File: src/rtl/vga_sync_monitor_if.sv
// Sync/video inputs and qualification results of the VGA timing monitor.
interface vga_sync_monitor_if;
    logic        hsync;
    logic        vsync;
    logic        valid;
    logic        locked;
    logic        timing_err;
    logic        frame_done;
    logic [9:0]  meas_h_total;
    logic [9:0]  meas_h_sync;
    logic [9:0]  meas_h_active;
    logic [9:0]  meas_v_total;
    logic [9:0]  meas_v_sync;
    logic [9:0]  meas_v_active;
    logic [15:0] err_cnt;
    logic [15:0] frame_cnt;

    modport master (
        output hsync, vsync, valid,
        input  locked, timing_err, frame_done,
        input  meas_h_total, meas_h_sync, meas_h_active,
        input  meas_v_total, meas_v_sync, meas_v_active,
        input  err_cnt, frame_cnt
    );

    modport slave (
        input  hsync, vsync, valid,
        output locked, timing_err, frame_done,
        output meas_h_total, meas_h_sync, meas_h_active,
        output meas_v_total, meas_v_sync, meas_v_active,
        output err_cnt, frame_cnt
    );
endinterface

File: src/rtl/vga_sync_monitor.sv
// VGA sync timing monitor: measures line/frame intervals, qualifies frames, locks.
// Define VGA_MON_STATS_EN to build the frame/error statistics counters.
module vga_sync_monitor #(
    parameter int H_TOTAL     = 800,
    parameter int H_SYNC      = 96,
    parameter int H_ACTIVE    = 640,
    parameter int V_TOTAL     = 525,
    parameter int V_SYNC      = 2,
    parameter int V_ACTIVE    = 480,
    parameter int LOCK_FRAMES = 2
) (
    input logic               i_pclk,
    input logic               i_reset,
    vga_sync_monitor_if.slave bus
);
    typedef enum logic [1:0] {SEARCH, TRACK, LOCKED} state_t;

    localparam logic [9:0] MAX        = 10'd1023;
    localparam logic [9:0] L_H_TOTAL  = 10'(H_TOTAL);
    localparam logic [9:0] L_H_SYNC   = 10'(H_SYNC);
    localparam logic [9:0] L_H_ACTIVE = 10'(H_ACTIVE);
    localparam logic [9:0] L_V_TOTAL  = 10'(V_TOTAL);
    localparam logic [9:0] L_V_SYNC   = 10'(V_SYNC);
    localparam logic [9:0] L_V_ACTIVE = 10'(V_ACTIVE);
    localparam logic [3:0] L_LOCK     = 4'(LOCK_FRAMES);

    function automatic logic [9:0] sat_inc(input logic [9:0] v);
        return (v == MAX) ? v : v + 10'd1;
    endfunction

    logic       r_hs_prev, r_vs_prev, r_de_prev;
    logic [9:0] r_h_run, r_hs_low, r_de_run;
    logic [9:0] r_v_run, r_vs_lines, r_act_lines;
    logic       r_frame_bad;
    logic [9:0] r_meas_h_total, r_meas_h_sync, r_meas_h_active;
    logic [9:0] r_meas_v_total, r_meas_v_sync, r_meas_v_active;
    state_t     r_state;
    logic [3:0] r_good_cnt;
    logic       r_locked, r_timing_err, r_frame_done;

    logic       w_hs_fall, w_hs_rise, w_vs_fall, w_vs_rise, w_de_fall, w_de_rise;
    logic [9:0] w_h_next, w_v_eff;
    logic       w_line_bad, w_good, w_timeout;

    assign w_hs_fall = r_hs_prev & ~bus.hsync;
    assign w_hs_rise = ~r_hs_prev & bus.hsync;
    assign w_vs_fall = r_vs_prev & ~bus.vsync;
    assign w_vs_rise = ~r_vs_prev & bus.vsync;
    assign w_de_fall = r_de_prev & ~bus.valid;
    assign w_de_rise = ~r_de_prev & bus.valid;

    assign w_h_next = w_hs_fall ? 10'd1 : sat_inc(r_h_run);
    // A line ending on the frame boundary edge belongs to the frame being closed
    assign w_v_eff  = w_hs_fall ? sat_inc(r_v_run) : r_v_run;

    assign w_line_bad = (w_hs_fall && (r_h_run != L_H_TOTAL))
                      | (w_hs_rise && (r_hs_low != L_H_SYNC))
                      | (w_de_fall && (r_de_run != L_H_ACTIVE));

    assign w_good = !(r_frame_bad | w_line_bad)
                  && (w_v_eff == L_V_TOTAL)
                  && (r_meas_v_sync == L_V_SYNC)
                  && (r_act_lines == L_V_ACTIVE);

    assign w_timeout = (r_state != SEARCH)
                     && ((w_h_next == MAX) || (w_v_eff == MAX));

    always_ff @(posedge i_pclk or posedge i_reset) begin
        if (i_reset) begin
            r_hs_prev       <= 1'b1;
            r_vs_prev       <= 1'b1;
            r_de_prev       <= 1'b0;
            r_h_run         <= '0;
            r_hs_low        <= '0;
            r_de_run        <= '0;
            r_v_run         <= '0;
            r_vs_lines      <= '0;
            r_act_lines     <= '0;
            r_frame_bad     <= 1'b0;
            r_meas_h_total  <= '0;
            r_meas_h_sync   <= '0;
            r_meas_h_active <= '0;
            r_meas_v_total  <= '0;
            r_meas_v_sync   <= '0;
            r_meas_v_active <= '0;
        end else begin
            r_hs_prev <= bus.hsync;
            r_vs_prev <= bus.vsync;
            r_de_prev <= bus.valid;
            r_h_run   <= w_h_next;
            if (w_hs_fall) r_meas_h_total <= r_h_run;

            r_hs_low <= bus.hsync ? 10'd0 : (w_hs_fall ? 10'd1 : sat_inc(r_hs_low));
            if (w_hs_rise) r_meas_h_sync <= r_hs_low;

            r_de_run <= !bus.valid ? 10'd0 : (w_de_rise ? 10'd1 : sat_inc(r_de_run));
            if (w_de_fall) r_meas_h_active <= r_de_run;

            if (bus.vsync)      r_vs_lines <= '0;
            else if (w_vs_fall) r_vs_lines <= w_hs_fall ? 10'd1 : 10'd0;
            else if (w_hs_fall) r_vs_lines <= sat_inc(r_vs_lines);
            if (w_vs_rise) r_meas_v_sync <= r_vs_lines;

            if (w_vs_fall) begin
                r_meas_v_total  <= w_v_eff;
                r_meas_v_active <= r_act_lines;
                r_v_run         <= '0;
                r_act_lines     <= '0;
                r_frame_bad     <= 1'b0;
            end else begin
                r_v_run     <= w_v_eff;
                r_frame_bad <= r_frame_bad | w_line_bad;
                if (w_de_rise) r_act_lines <= sat_inc(r_act_lines);
            end
        end
    end

    always_ff @(posedge i_pclk or posedge i_reset) begin
        if (i_reset) begin
            r_state      <= SEARCH;
            r_good_cnt   <= '0;
            r_locked     <= 1'b0;
            r_timing_err <= 1'b0;
            r_frame_done <= 1'b0;
        end else begin
            r_frame_done <= 1'b0;
            r_timing_err <= 1'b0;
            if (w_timeout) begin
                r_state      <= SEARCH;
                r_good_cnt   <= '0;
                r_locked     <= 1'b0;
                r_timing_err <= 1'b1;
            end else if (w_vs_fall) begin
                unique case (r_state)
                    SEARCH: begin
                        r_state    <= TRACK;
                        r_good_cnt <= '0;
                    end
                    TRACK, LOCKED: begin
                        r_frame_done <= 1'b1;
                        if (!w_good) begin
                            r_state      <= TRACK;
                            r_good_cnt   <= '0;
                            r_locked     <= 1'b0;
                            r_timing_err <= 1'b1;
                        end else if (r_state == TRACK) begin
                            r_good_cnt <= r_good_cnt + 4'd1;
                            if (r_good_cnt + 4'd1 == L_LOCK) begin
                                r_state  <= LOCKED;
                                r_locked <= 1'b1;
                            end
                        end
                    end
                    default: r_state <= SEARCH;
                endcase
            end
        end
    end

`ifdef VGA_MON_STATS_EN
    logic [15:0] r_frame_cnt, r_err_cnt;

    always_ff @(posedge i_pclk or posedge i_reset) begin
        if (i_reset) begin
            r_frame_cnt <= '0;
            r_err_cnt   <= '0;
        end else begin
            if (r_frame_done) r_frame_cnt <= r_frame_cnt + 16'd1;
            if (r_timing_err && (r_err_cnt != 16'hFFFF)) r_err_cnt <= r_err_cnt + 16'd1;
        end
    end

    assign bus.frame_cnt = r_frame_cnt;
    assign bus.err_cnt   = r_err_cnt;
`else
    assign bus.frame_cnt = '0;
    assign bus.err_cnt   = '0;
`endif

    assign bus.locked        = r_locked;
    assign bus.timing_err    = r_timing_err;
    assign bus.frame_done    = r_frame_done;
    assign bus.meas_h_total  = r_meas_h_total;
    assign bus.meas_h_sync   = r_meas_h_sync;
    assign bus.meas_h_active = r_meas_h_active;
    assign bus.meas_v_total  = r_meas_v_total;
    assign bus.meas_v_sync   = r_meas_v_sync;
    assign bus.meas_v_active = r_meas_v_active;
endmodule
File: src/flat_wrapper.sv
// flat-port wrapper written by rule: the top's interface ports become plain ports
module vga_sync_monitor_flat 
#(
    parameter int H_TOTAL     = 800,
    parameter int H_SYNC      = 96,
    parameter int H_ACTIVE    = 640,
    parameter int V_TOTAL     = 525,
    parameter int V_SYNC      = 2,
    parameter int V_ACTIVE    = 480,
    parameter int LOCK_FRAMES = 2
)
  (i_pclk, i_reset, bus_hsync, bus_vsync, bus_valid, bus_locked, bus_timing_err, bus_frame_done, bus_meas_h_total, bus_meas_h_sync, bus_meas_h_active, bus_meas_v_total, bus_meas_v_sync, bus_meas_v_active, bus_err_cnt, bus_frame_cnt);
  vga_sync_monitor_if bus_i ();
  input logic i_pclk;
  input logic i_reset;
  input wire logic [$bits(bus_i.hsync)-1:0] bus_hsync;
  input wire logic [$bits(bus_i.vsync)-1:0] bus_vsync;
  input wire logic [$bits(bus_i.valid)-1:0] bus_valid;
  output wire logic [$bits(bus_i.locked)-1:0] bus_locked;
  output wire logic [$bits(bus_i.timing_err)-1:0] bus_timing_err;
  output wire logic [$bits(bus_i.frame_done)-1:0] bus_frame_done;
  output wire logic [$bits(bus_i.meas_h_total)-1:0] bus_meas_h_total;
  output wire logic [$bits(bus_i.meas_h_sync)-1:0] bus_meas_h_sync;
  output wire logic [$bits(bus_i.meas_h_active)-1:0] bus_meas_h_active;
  output wire logic [$bits(bus_i.meas_v_total)-1:0] bus_meas_v_total;
  output wire logic [$bits(bus_i.meas_v_sync)-1:0] bus_meas_v_sync;
  output wire logic [$bits(bus_i.meas_v_active)-1:0] bus_meas_v_active;
  output wire logic [$bits(bus_i.err_cnt)-1:0] bus_err_cnt;
  output wire logic [$bits(bus_i.frame_cnt)-1:0] bus_frame_cnt;
  assign bus_i.hsync = bus_hsync;
  assign bus_i.vsync = bus_vsync;
  assign bus_i.valid = bus_valid;
  assign bus_locked = bus_i.locked;
  assign bus_timing_err = bus_i.timing_err;
  assign bus_frame_done = bus_i.frame_done;
  assign bus_meas_h_total = bus_i.meas_h_total;
  assign bus_meas_h_sync = bus_i.meas_h_sync;
  assign bus_meas_h_active = bus_i.meas_h_active;
  assign bus_meas_v_total = bus_i.meas_v_total;
  assign bus_meas_v_sync = bus_i.meas_v_sync;
  assign bus_meas_v_active = bus_i.meas_v_active;
  assign bus_err_cnt = bus_i.err_cnt;
  assign bus_frame_cnt = bus_i.frame_cnt;
  vga_sync_monitor #(.H_TOTAL(H_TOTAL), .H_SYNC(H_SYNC), .H_ACTIVE(H_ACTIVE), .V_TOTAL(V_TOTAL), .V_SYNC(V_SYNC), .V_ACTIVE(V_ACTIVE), .LOCK_FRAMES(LOCK_FRAMES)) u_core (.i_pclk(i_pclk), .i_reset(i_reset), .bus(bus_i));
endmodule
File: config.mk
export PLATFORM = sky130hd
export DESIGN_NAME = vga_sync_monitor_flat
export DESIGN_NICKNAME = d
export VERILOG_FILES = /design/src/rtl/vga_sync_monitor_if.sv /design/src/rtl/vga_sync_monitor.sv /design/src/flat_wrapper.sv
export SDC_FILE = /design/constraint.sdc
export NUM_CORES = 1
export LEC_CHECK = 0
export BUFFER_PORTS_ARGS = -buffer_cell sky130_fd_sc_hd__buf_2
export CORE_MARGIN = 10
export CORE_UTILIZATION = 35
export DETAILED_ROUTE_END_ITERATION = 8
export GPL_TIMING_DRIVEN = 0
export SYNTH_ARGS = -nofsm -noshare
export SYNTH_HDL_FRONTEND = slang
export SYNTH_SLANG_ARGS = --single-unit
File: constraint.sdc
create_clock -name i_pclk -period 4 [get_ports i_pclk]
set_input_delay 0.2 -clock i_pclk [delete_from_list [all_inputs] [get_ports i_pclk]]
set_output_delay 0.2 -clock i_pclk [all_outputs]
set_load 0.01 [all_outputs]
# Word-level counts from Yosys, hierarchy flattened

Cells that the tools add are included.

Register bits: 133
Output and inout port bits: 95
Input bits: 5
Logic and storage cells: 134

Add/sub/neg operators: 7
Equality and inequality tests: 25
Bitwise operators: 15
Reductions and logical operators: 22
Muxes and demuxes: 44

Operator list:

| cell                                           | count |
|---|---|
| 2-to-1 mux 10 bit                              | 18 |
| == test 10 bit, second input constant          | 9 |
| adder 10 x 1 -> 10 bit, second input constant  | 6 |
| != test 10 bit, second input constant          | 2 |
| 2-to-1 mux 4 bit                               | 4 |
| 2-to-1 mux 1 bit                               | 15 |
| == test 10 x 2 -> 1 bit, second input constant | 1 |
| == test 10 x 9 -> 1 bit, second input constant | 1 |
| 2-to-1 mux 2 bit                               | 5 |
| != test 10 x 7 -> 1 bit, second input constant | 1 |
| != test 3 x 2 -> 1 bit, second input constant  | 3 |
| != test 4 bit, second input constant           | 2 |
| one-hot mux 4 bit (2 select lines)             | 1 |
| nonzero test 2 bit                             | 4 |
| logical AND 1 bit                              | 7 |
| AND 1 bit                                      | 6 |
| != test 3 bit, second input constant           | 2 |
| NOT 1 bit                                      | 6 |
| AND reduction 3 bit                            | 2 |
| nonzero test 3 bit                             | 2 |
| adder 4 x 1 -> 4 bit, second input constant    | 1 |
| == test 4 x 2 -> 1 bit, second input constant  | 1 |
| one-hot mux 2 bit (2 select lines)             | 1 |
| AND reduction 2 bit                            | 2 |
| 9 further kinds                                | 11 |

# Logic depth before layout (Yosys ltp)

Gate-level depths: netlist of the first run.

Word-level depth: 14
Gate-level depth with buffers: 12
Depth with buffers taken out: 10

# Worst setup path after synthesis of the first run

OpenSTA, ideal clock, no wires.

Kind: flip-flop to flip-flop
Start: register u_core.r_hs_low[0]
End: register u_core.r_locked (netlist: u_core.bus.locked)
Period minus slack after synthesis: 2,600 ps
Stages on the path, launching flop included: 11
Path slack: 1,400 ps
Buffers on the path: 0
Data arrival time: 2,524 ps
Required time: 3,923 ps
Setup time: 77 ps
Cells stage by stage: dfrtp_1 > inv_1 > ha_1 > nor4b_2 > nand4_1 > a2111oi_4 > o211ai_2 > nor4_4 > nand2_2 > or4b_1 > o21ai_1

Longest elaborated chain between the ends: 13
Elaborated cells between the ends (all ways): 16
Those cells by class: eq/ne (3); mux (4); bitwise (3); reduce/logical (6)

Ends and longest elaborated chain:

| element                     | line                    | RTL |
|---|---|---|
| from (decl)                 | vga_sync_monitor.sv:32  | `logic [9:0] r_h_run, r_hs_low, r_de_run;` |
| from (signal assigned)      | vga_sync_monitor.sv:93  | `r_hs_low <= bus.hsync ? 10'd0 : (w_hs_fall ? 10'd1 : sat_inc(r_hs_low));` |
| != test 10 x 7 -> 1 bit (*) | vga_sync_monitor.sv:57  | `\| (w_hs_rise && (r_hs_low != L_H_SYNC))` |
| logical AND 1 bit (*)       | vga_sync_monitor.sv:57  |  |
| OR 1 bit (*)                | vga_sync_monitor.sv:57  |  |
| OR 1 bit (*)                | vga_sync_monitor.sv:58  | `\| (w_de_fall && (r_de_run != L_H_ACTIVE));` |
| OR 1 bit (*)                | vga_sync_monitor.sv:60  | `assign w_good = !(r_frame_bad \| w_line_bad)` |
| zero test 1 bit (*)         | vga_sync_monitor.sv:60  |  |
| logical AND 1 bit (*)       | vga_sync_monitor.sv:61  | `&& (w_v_eff == L_V_TOTAL)` |
| logical AND 1 bit (*)       | vga_sync_monitor.sv:62  | `&& (r_meas_v_sync == L_V_SYNC)` |
| logical AND 1 bit (*)       | vga_sync_monitor.sv:63  | `&& (r_act_lines == L_V_ACTIVE);` |
| 2-to-1 mux 1 bit            | vga_sync_monitor.sv:141 | `if (!w_good) begin` |
| 2-to-1 mux 1 bit            | vga_sync_monitor.sv:134 | `unique case (r_state)` |
| 2-to-1 mux 1 bit            | vga_sync_monitor.sv:133 | `end else if (w_vs_fall) begin` |
| 2-to-1 mux 1 bit            | vga_sync_monitor.sv:128 | `if (w_timeout) begin` |
| to (signal assigned)        | vga_sync_monitor.sv:131 | `r_locked <= 1'b0;` |
| to (signal assigned)        | vga_sync_monitor.sv:144 | `r_locked <= 1'b0;` |
| to (signal assigned)        | vga_sync_monitor.sv:150 | `r_locked <= 1'b1;` |
| to (decl)                   | vga_sync_monitor.sv:39  | `logic r_locked, r_timing_err, r_frame_done;` |

Mark *: on every way between the ends. The rest lies on a longest branch, timed or not. The select of a mux whose other input is x is not followed.
A chain may end at the register's enable or synchronous reset.

# Worst setup path in the final report of the first run

Start: register u_core.r_de_run[0]
End: register u_core.r_locked (netlist: u_core.bus.locked)

Longest elaborated chain between the ends: 12
Elaborated cells between the ends (all ways): 15
Those cells by class: eq/ne (3); mux (4); bitwise (2); reduce/logical (6)

Ends and longest elaborated chain:

| element                | line                    | RTL |
|---|---|---|
| from (decl)            | vga_sync_monitor.sv:32  |  |
| from (signal assigned) | vga_sync_monitor.sv:96  | `r_de_run <= !bus.valid ? 10'd0 : (w_de_rise ? 10'd1 : sat_inc(r_de_run));` |
| != test 10 bit (*)     | vga_sync_monitor.sv:58  |  |
| logical AND 1 bit (*)  | vga_sync_monitor.sv:58  |  |
| OR 1 bit (*)           | vga_sync_monitor.sv:58  |  |
| OR 1 bit (*)           | vga_sync_monitor.sv:60  |  |
| zero test 1 bit (*)    | vga_sync_monitor.sv:60  |  |
| logical AND 1 bit (*)  | vga_sync_monitor.sv:61  |  |
| logical AND 1 bit (*)  | vga_sync_monitor.sv:62  |  |
| logical AND 1 bit (*)  | vga_sync_monitor.sv:63  |  |
| 2-to-1 mux 1 bit       | vga_sync_monitor.sv:141 |  |
| 2-to-1 mux 1 bit       | vga_sync_monitor.sv:134 |  |
| 2-to-1 mux 1 bit       | vga_sync_monitor.sv:133 |  |
| 2-to-1 mux 1 bit       | vga_sync_monitor.sv:128 |  |

Marked as above.

==> results.json, run 1 <==
{
  "status": "finished, final reports clean",
  "period_share_pct": 77.9,
  "grt_usage_pct": 13.2,
  "yosys.area.top_type_share_pct": 48.7,
  "areaGrowthSynthToFinish_pct": 21.9,
  "r2r_end": "u_core.bus.locked",
  "cts_tree": "done",
  "hold_class": "in -> async",
  "slew_headroom_pct": 56.8,
  "num_vias": 5155,
  "reg2reg_depth": 10,
  "yosys.area.top_type": "dfrtp_1",
  "die_h_um": 159,
  "ir_drop_mv": 0.314,
  "root_buffer": "clkbuf_16",
  "worstPathCellList": "inv_1 > ha_1 > nor4bb_1 > a41oi_1 > a2111oi_4 > o211ai_2 > nor4_4 > nand2_2 > or4b_1 > o21ai_1",
  "synth_compound_area_share_pct": 10.4,
  "nets": 822,
  "final_hold_viol_count": 0,
  "period_minus_slack_ns": 3.11,
  "drcViolationCount": 0,
  "rows": 50,
  "fmax_mhz": 321,
  "wl_per_cell_um": 14.6,
  "synthMuxAreaShare_pct": 6.04,
  "crit_buf_inv": 1,
  "clockBufferDepth": 2,
  "ys_seq_elements": 133,
  "grt_max_degree": 76,
  "drtIter0Drc": 270,
  "synthTopCellsByCount": "131 x dfrtp_1, 95 x nand2_1, 68 x nor2_1",
  "r2r_slack_ns": 0.89,
  "syn_avg_cell_area_um2": 9.90,
  "crit_family": "simple AND/OR/NAND/NOR gates",
  "synth_top_family_by_area": "simple AND/OR/NAND/NOR gates",
  "cp.arrival_ns": 3.46,
  "synth-edff-count": 0,
  "synth_most_common_cell": "dfrtp_1",
  "clock_latency_ns": 0.42,
  "gp_congestion": 0.834,
  "synth_cells": 680,
  "clock-sinks": 133,
  "r2r_start": "u_core.r_de_run[0]",
  "ant_nets": 0,
  "startpoint": "u_core.r_de_run[0]",
  "cts_resized": 0,
  "synth_ff_type": "dfrtp_1",
  "ys_types": 72,
  "grt_first_pass_wirelength_um": 26300,
  "path_clk_slew_ns": 0.06,
  "setup_violations": 0,
  "portBuffers": 67,
  "num_io_pins": 100,
  "cts_buffers": 17,
  "critPathRequiredTime_ns": 4.35,
  "drive_above_1_share_pct": 24.4,
  "antenna_found_initial": 0,
  "power_leakage_nw": 4.00,
  "coreArea_um2": 18800,
  "synth_fa_ha_area_share_pct": 2.79,
  "ys_warn_count": 0,
  "tightest_slew_ns": 0.648,
  "tns_ns": 0,
  "synth_area_um2": 6730,
  "die_area_um2": 25200,
  "maxSlewViolCount": 0,
  "crit_fanout": 10,
  "synth_seq_area_share_pct": 49.5,
  "synth_area_leaders": "dfrtp_1 49%, nand2_1 5.3%, mux2_2 4.9%",
  "async_reset_ff_share_pct": 100,
  "finalInstanceArea_um2": 8200,
  "synth_simple_gate_area_share_pct": 20.8,
  "n_antenna_cell": 0,
  "clock_skew_ns": 0.0112,
  "htree_levels": 4,
  "viasPerCell": 4.80,
  "dpl_cell_area_um2": 7540,
  "rsz0062_at_grt": "false",
  "initial_utilization_pct": 35.7,
  "crit_path_end_kind": "flop",
  "fp.dieW_um": 159,
  "wirelength_um": 15700,
  "path_class": "reg -> reg",
  "nFillCells": 1830,
  "grt-ovfl-total": 0,
  "grt_pass1_vias": 5127,
  "dr.pass1.iters": 5,
  "synth_xor_area_share_pct": 3.25,
  "dp_hpwl_um": 11300,
  "startpoint_type": "flop",
  "powerDensity_nw_per_um2": 429,
  "cap_violations": 0,
  "max_stage_delay_ns": 0.58,
  "cp_slowest_cell": "nor4_4"
}
-- report_power, final --
group          leakage (nW)  switching (mW)  internal, mW
Combinational          1.89           0.255         0.156
Clock                 0.297           0.616          1.02
Sequential             1.81          0.0544          1.42
-- cells in the final DEF, fill, tap and decap left out, types with 3 or more instances in the layout --
| cell type | count |
|---|---|
| dfrtp_1 | 131 |
| nand2_1 | 95 |
| buf_2 | 72 |
| nor2_1 | 68 |
| o21ai_0 | 38 |
| buf_4 | 35 |
| conb_1 | 32 |
| mux2_2 | 29 |
| nand3_1 | 23 |
| inv_1 | 23 |
| clkbuf_16 | 17 |
| nor3_1 | 16 |
| nand4_1 | 15 |
| xor2_1 | 15 |
| a21oi_1 | 15 |
| ha_1 | 15 |
| clkbuf_1 | 14 |
| a31oi_1 | 13 |
| xnor2_1 | 10 |
| and3_1 | 9 |
| mux2i_1 | 8 |
| or3_1 | 7 |
| a211oi_1 | 6 |
| inv_6 | 5 |
| buf_6 | 4 |
| nand2b_1 | 4 |
| nor2b_1 | 4 |
| and4_1 | 4 |
| a22oi_1 | 4 |
| dlygate4sd3_1 | 4 |
| or2_2 | 3 |
| and2_1 | 3 |
| and4b_1 | 3 |
| nor4_1 | 3 |
| a21boi_0 | 3 |
| clkinvlp_4 | 3 |
| bufinv_16 | 3 |
-- worst reg2reg max path: stages, from the launching register on --
cell and delay [ns]:
dfrtp_1 0.44, inv_1 0.10, ha_1 0.14, nor4bb_1 0.35, a41oi_1 0.33, a2111oi_4 0.34
o211ai_2 0.16, nor4_4 0.58, nand2_2 0.06, or4b_1 0.46, o21ai_1 0.08
-- layout make-up --
cell class | instances | area [um2] | share of cell area, %
clock buffer | 19 | 453 | 5.52
buffer | 60 | 393 | 4.79
clock inverter | 13 | 170 | 2.07
multi-input combinational | 494 | 3030 | 37.0
timing repair buffer | 72 | 403 | 4.91
tap | 260 | 325 | 3.97
sequential | 133 | 3330 | 40.6
inverter | 24 | 95.1 | 1.16
-- logic make-up (layout without fill, tap and decap cells) --
| logic type | count (synthesis) | after routing |
|---|---|---|
| and+or+nand+nor | 280 | 280 |
| DFF | 133 | 133 |
| AOI/OAI and AO/OA | 105 | 105 |
| buffers and inverters | 84 | 188 |
| muxes | 37 | 37 |
| xor gates and xnor gates | 25 | 25 |
| adders and majority gates | 15 | 15 |
| other | 1 | 32 |
-- worst max-delay path by stage --
stage / endpoint / slack [ns] / cells past startpoint
after global placement: u_core.bus.meas_h_active[5] / -1.52 / 2
after floorplan: u_core.bus.frame_done / 0.25 / 1
after CTS: u_core.bus.locked / 0.88 / 10
final: u_core.bus.locked / 0.89 / 10
after global routing: u_core.bus.locked / 0.54 / 10
after detailed placement: u_core.bus.locked / 0.90 / 10
-- stage by stage --
step                utilization, %  power [mW]  std cells  setup slack [ns]  hold WS, ns
finish                        43.6        3.52       1075             0.886        0.393
global route                  43.6        3.71       1075             0.543        0.436
CTS                           43.6        3.57       1075             0.879        0.418
detailed placement            40.0        1.91       1039             0.901        0.320
global placement              39.9        1.90       1038             -1.52        0.348
floorplan                        -        1.78        711             0.249        0.204
-- metal layers --
metal | GRT usage, % | share of wire, % | vias to the layer above
met5 | 0 | 0 | -
met4 | 3.84 | 0.94 | 0
met3 | 4.21 | 6.0 | 9
met2 | 21.7 | 48 | 116
met1 | 16.3 | 45 | 2476
li1 | - | - | 2554
-- what timing repair did --
| item | CTS | global route |
|---|---|---|
| buffers inserted | 0 | 0 |
| hold buffers | 4 | 0 |
| endpoints found under the hold margin | 60 | 0 |
| endpoints found under the setup margin | 0 | 0 |
Note: power is estimated with default switching activity, not from simulation.
==> inputs of run 2 (changes only) <==
Settings changed: ABC_AREA set to 1.
Clock period 4 ns to 2.6 ns, I/O delays scaled along.
==> results.json, run 2 <==
{
  "status": "finished, final reports clean",
  "fmax_mhz": 426,
  "drive_above_1_share_pct": 17.4,
  "setup_violations": 0,
  "synth_seq_area_share_pct": 47.7,
  "powerDensity_nw_per_um2": 640,
  "root_buffer": "clkbuf_16",
  "max_stage_delay_ns": 0.43,
  "antenna_found_initial": 0,
  "crit_path_end_kind": "flop",
  "finalInstanceArea_um2": 8500,
  "synth_ff_type": "dfrtp_1",
  "synth-edff-count": 0,
  "ant_nets": 0,
  "htree_levels": 4,
  "drtIter0Drc": 332,
  "cap_violations": 0,
  "cts_tree": "done",
  "initial_utilization_pct": 35.8,
  "nets": 1030,
  "clock_skew_ns": 0.0115,
  "portBuffers": 67,
  "grt_pass1_vias": 5782,
  "critPathRequiredTime_ns": 2.91,
  "power_leakage_nw": 4.29,
  "period_minus_slack_ns": 2.35,
  "synth_area_leaders": "dfrtp_1 47%, nand2_1 11%, inv_1 6.8%",
  "crit_fanout": 10,
  "async_reset_ff_share_pct": 100,
  "syn_avg_cell_area_um2": 7.88,
  "clock_latency_ns": 0.42,
  "yosys.area.top_type_share_pct": 46.9,
  "r2r_slack_ns": 0.25,
  "dpl_cell_area_um2": 7830,
  "rows": 51,
  "ir_drop_mv": 0.422,
  "cts_buffers": 17,
  "die_area_um2": 26000,
  "num_vias": 5983,
  "cp_common_cell": "nand2_2",
  "slew_headroom_pct": 54.4,
  "r2r_start": "u_core.r_h_run[0]",
  "grt-ovfl-total": 0,
  "cp.arrival_ns": 2.66,
  "rsz0062_at_grt": "false",
  "tightest_slew_ns": 0.681,
  "maxSlewViolCount": 0,
  "clockBufferDepth": 2,
  "gp_congestion": 0.856,
  "dr.pass1.iters": 4,
  "viasPerCell": 4.65,
  "synthTopCellsByCount": "202 x nand2_1, 131 x dfrtp_1, 126 x inv_1",
  "hold_class": "in -> async",
  "reg2reg_depth": 15,
  "path_clk_slew_ns": 0.06,
  "die_h_um": 161,
  "n_antenna_cell": 0,
  "wirelength_um": 16800,
  "final_common_cell": "nand2_1",
  "ys_seq_elements": 133,
  "wl_per_cell_um": 13.1,
  "period_share_pct": 90.3,
  "drcViolationCount": 0,
  "dp_hpwl_um": 12600,
  "grt_usage_pct": 13.3,
  "fin_hold_ws_ns": 0.364,
  "grt_first_pass_wirelength_um": 28500,
  "clock-sinks": 133,
  "num_io_pins": 100,
  "synth_area_um2": 6980,
  "final_hold_viol_count": 0,
  "nFillCells": 2004,
  "final_cell_mix": "202 x nand2_1, 131 x dfrtp_1, 125 x inv_1",
  "areaGrowthSynthToFinish_pct": 21.7,
  "startpoint_type": "flop",
  "coreArea_um2": 19500,
  "synth_cells": 886,
  "synth_most_common_cell": "nand2_1",
  "fp.dieW_um": 161,
  "path_class": "reg -> reg",
  "worstPathCellList": "ha_1 > nand2_2 > nor2_4 > nand3_4 > buf_6 > nand2_1 > nand3_1 > nor2_1 > nand3_1 > nand2_2 > nand2_4 > nand2_2 > o21ai_0 > nand2_1 > inv_1",
  "cp_slowest_cell": "dfrtp_1",
  "r2r_end": "u_core.r_state[1]",
  "ys_warn_count": 0,
  "yosys.area.top_type": "dfrtp_1",
  "grt_max_degree": 42,
  "ys_types": 43
}
-- run 2: layout make-up --
type                    instances  area (um2)  share of cell area (%)
flip-flops and latches        133        3330                    39.2
inverters                     131         497                    5.85
multi-input cells             604        2960                    34.9
plain buffers                  49         315                    3.71
repair buffers                 74         435                    5.12
well taps                     265         332                    3.90
clock inverters                12         179                    2.11
clock buffers                  20         447                    5.26
-- run 2: timing repair --
action | in CTS | in global routing
hold endpoints to repair | 29 | 0
gates resized for setup | 0 | 0
hold buffers | 4 | 0
setup buffers | 0 | 0
-- run 2: per-stage QoR --
stage	setup TNS (ns)	total power, mW	utilization, %	setup slack, ns	std cells
4_1_cts	0	5.51	43.5	0.233	1288
3_5_place_dp	0	2.92	40.1	0.259	1252
5_1_grt	0	5.72	43.5	0.00899	1288
3_3_place_gp	-17.41	2.91	39.8	-0.141	1249
6_report	0	5.44	43.5	0.252	1288
2_1_floorplan	0	2.73	-	0.629	917
-- run 2: how the worst max path moves through the flow --
stage	to	from	slack [ns]	cells after the start
detailed placement	u_core.r_state[1]	u_core.r_h_run[0]	0.26	15
global placement	u_core.r_act_lines[1]	i_reset	-0.14	2
global route	u_core.r_good_cnt[1]	u_core.r_v_run[0]	0.009	15
finish	u_core.r_state[1]	u_core.r_h_run[0]	0.25	15
CTS	u_core.r_state[1]	u_core.r_h_run[0]	0.23	15
floorplan	u_core.r_good_cnt[3]	u_core.r_v_run[0]	0.63	14
-- run 2: kinds of logic (layout without fill, tap and decap cells) --
kind of cell | Yosys count | count (layout) | share of synthesized area (%)
AOI/OAI and AO/OA | 132 | 132 | 10.4
xor gates and xnor gates | 5 | 5 | 0.627
adders and majority gates | 15 | 15 | 2.69
buffers and inverters | 180 | 286 | 11.6
DFF | 133 | 133 | 47.7
other | 1 | 32 | 0.0537
and+or+nand+nor | 420 | 420 | 27.0
-- run 2: power by group --
group | switching (mW) | internal [mW]
sequential | 0.0912 | 2.18
combinational | 0.407 | 0.213
clock | 0.921 | 1.63
-- run 2: routing by layer --
metal / global-route usage, % / wire (um) / vias up
li1: - / - / 3033
met1: 17.1 / 7790 / 2804
met2: 20.8 / 7810 / 130
met3: 3.91 / 999 / 16
met4: 4.67 / 240 / 0
met5: 0 / 0 / -
-- run 2: worst max-delay path: cells and delay by family (launching register included) --
kind	cells	cell delay, ns
AOI/OAI and AO/OA	1	0.08
adders and majority gates	1	0.21
buffers and inverters	2	0.20
DFF	1	0.43
and+or+nand+nor	11	1.33
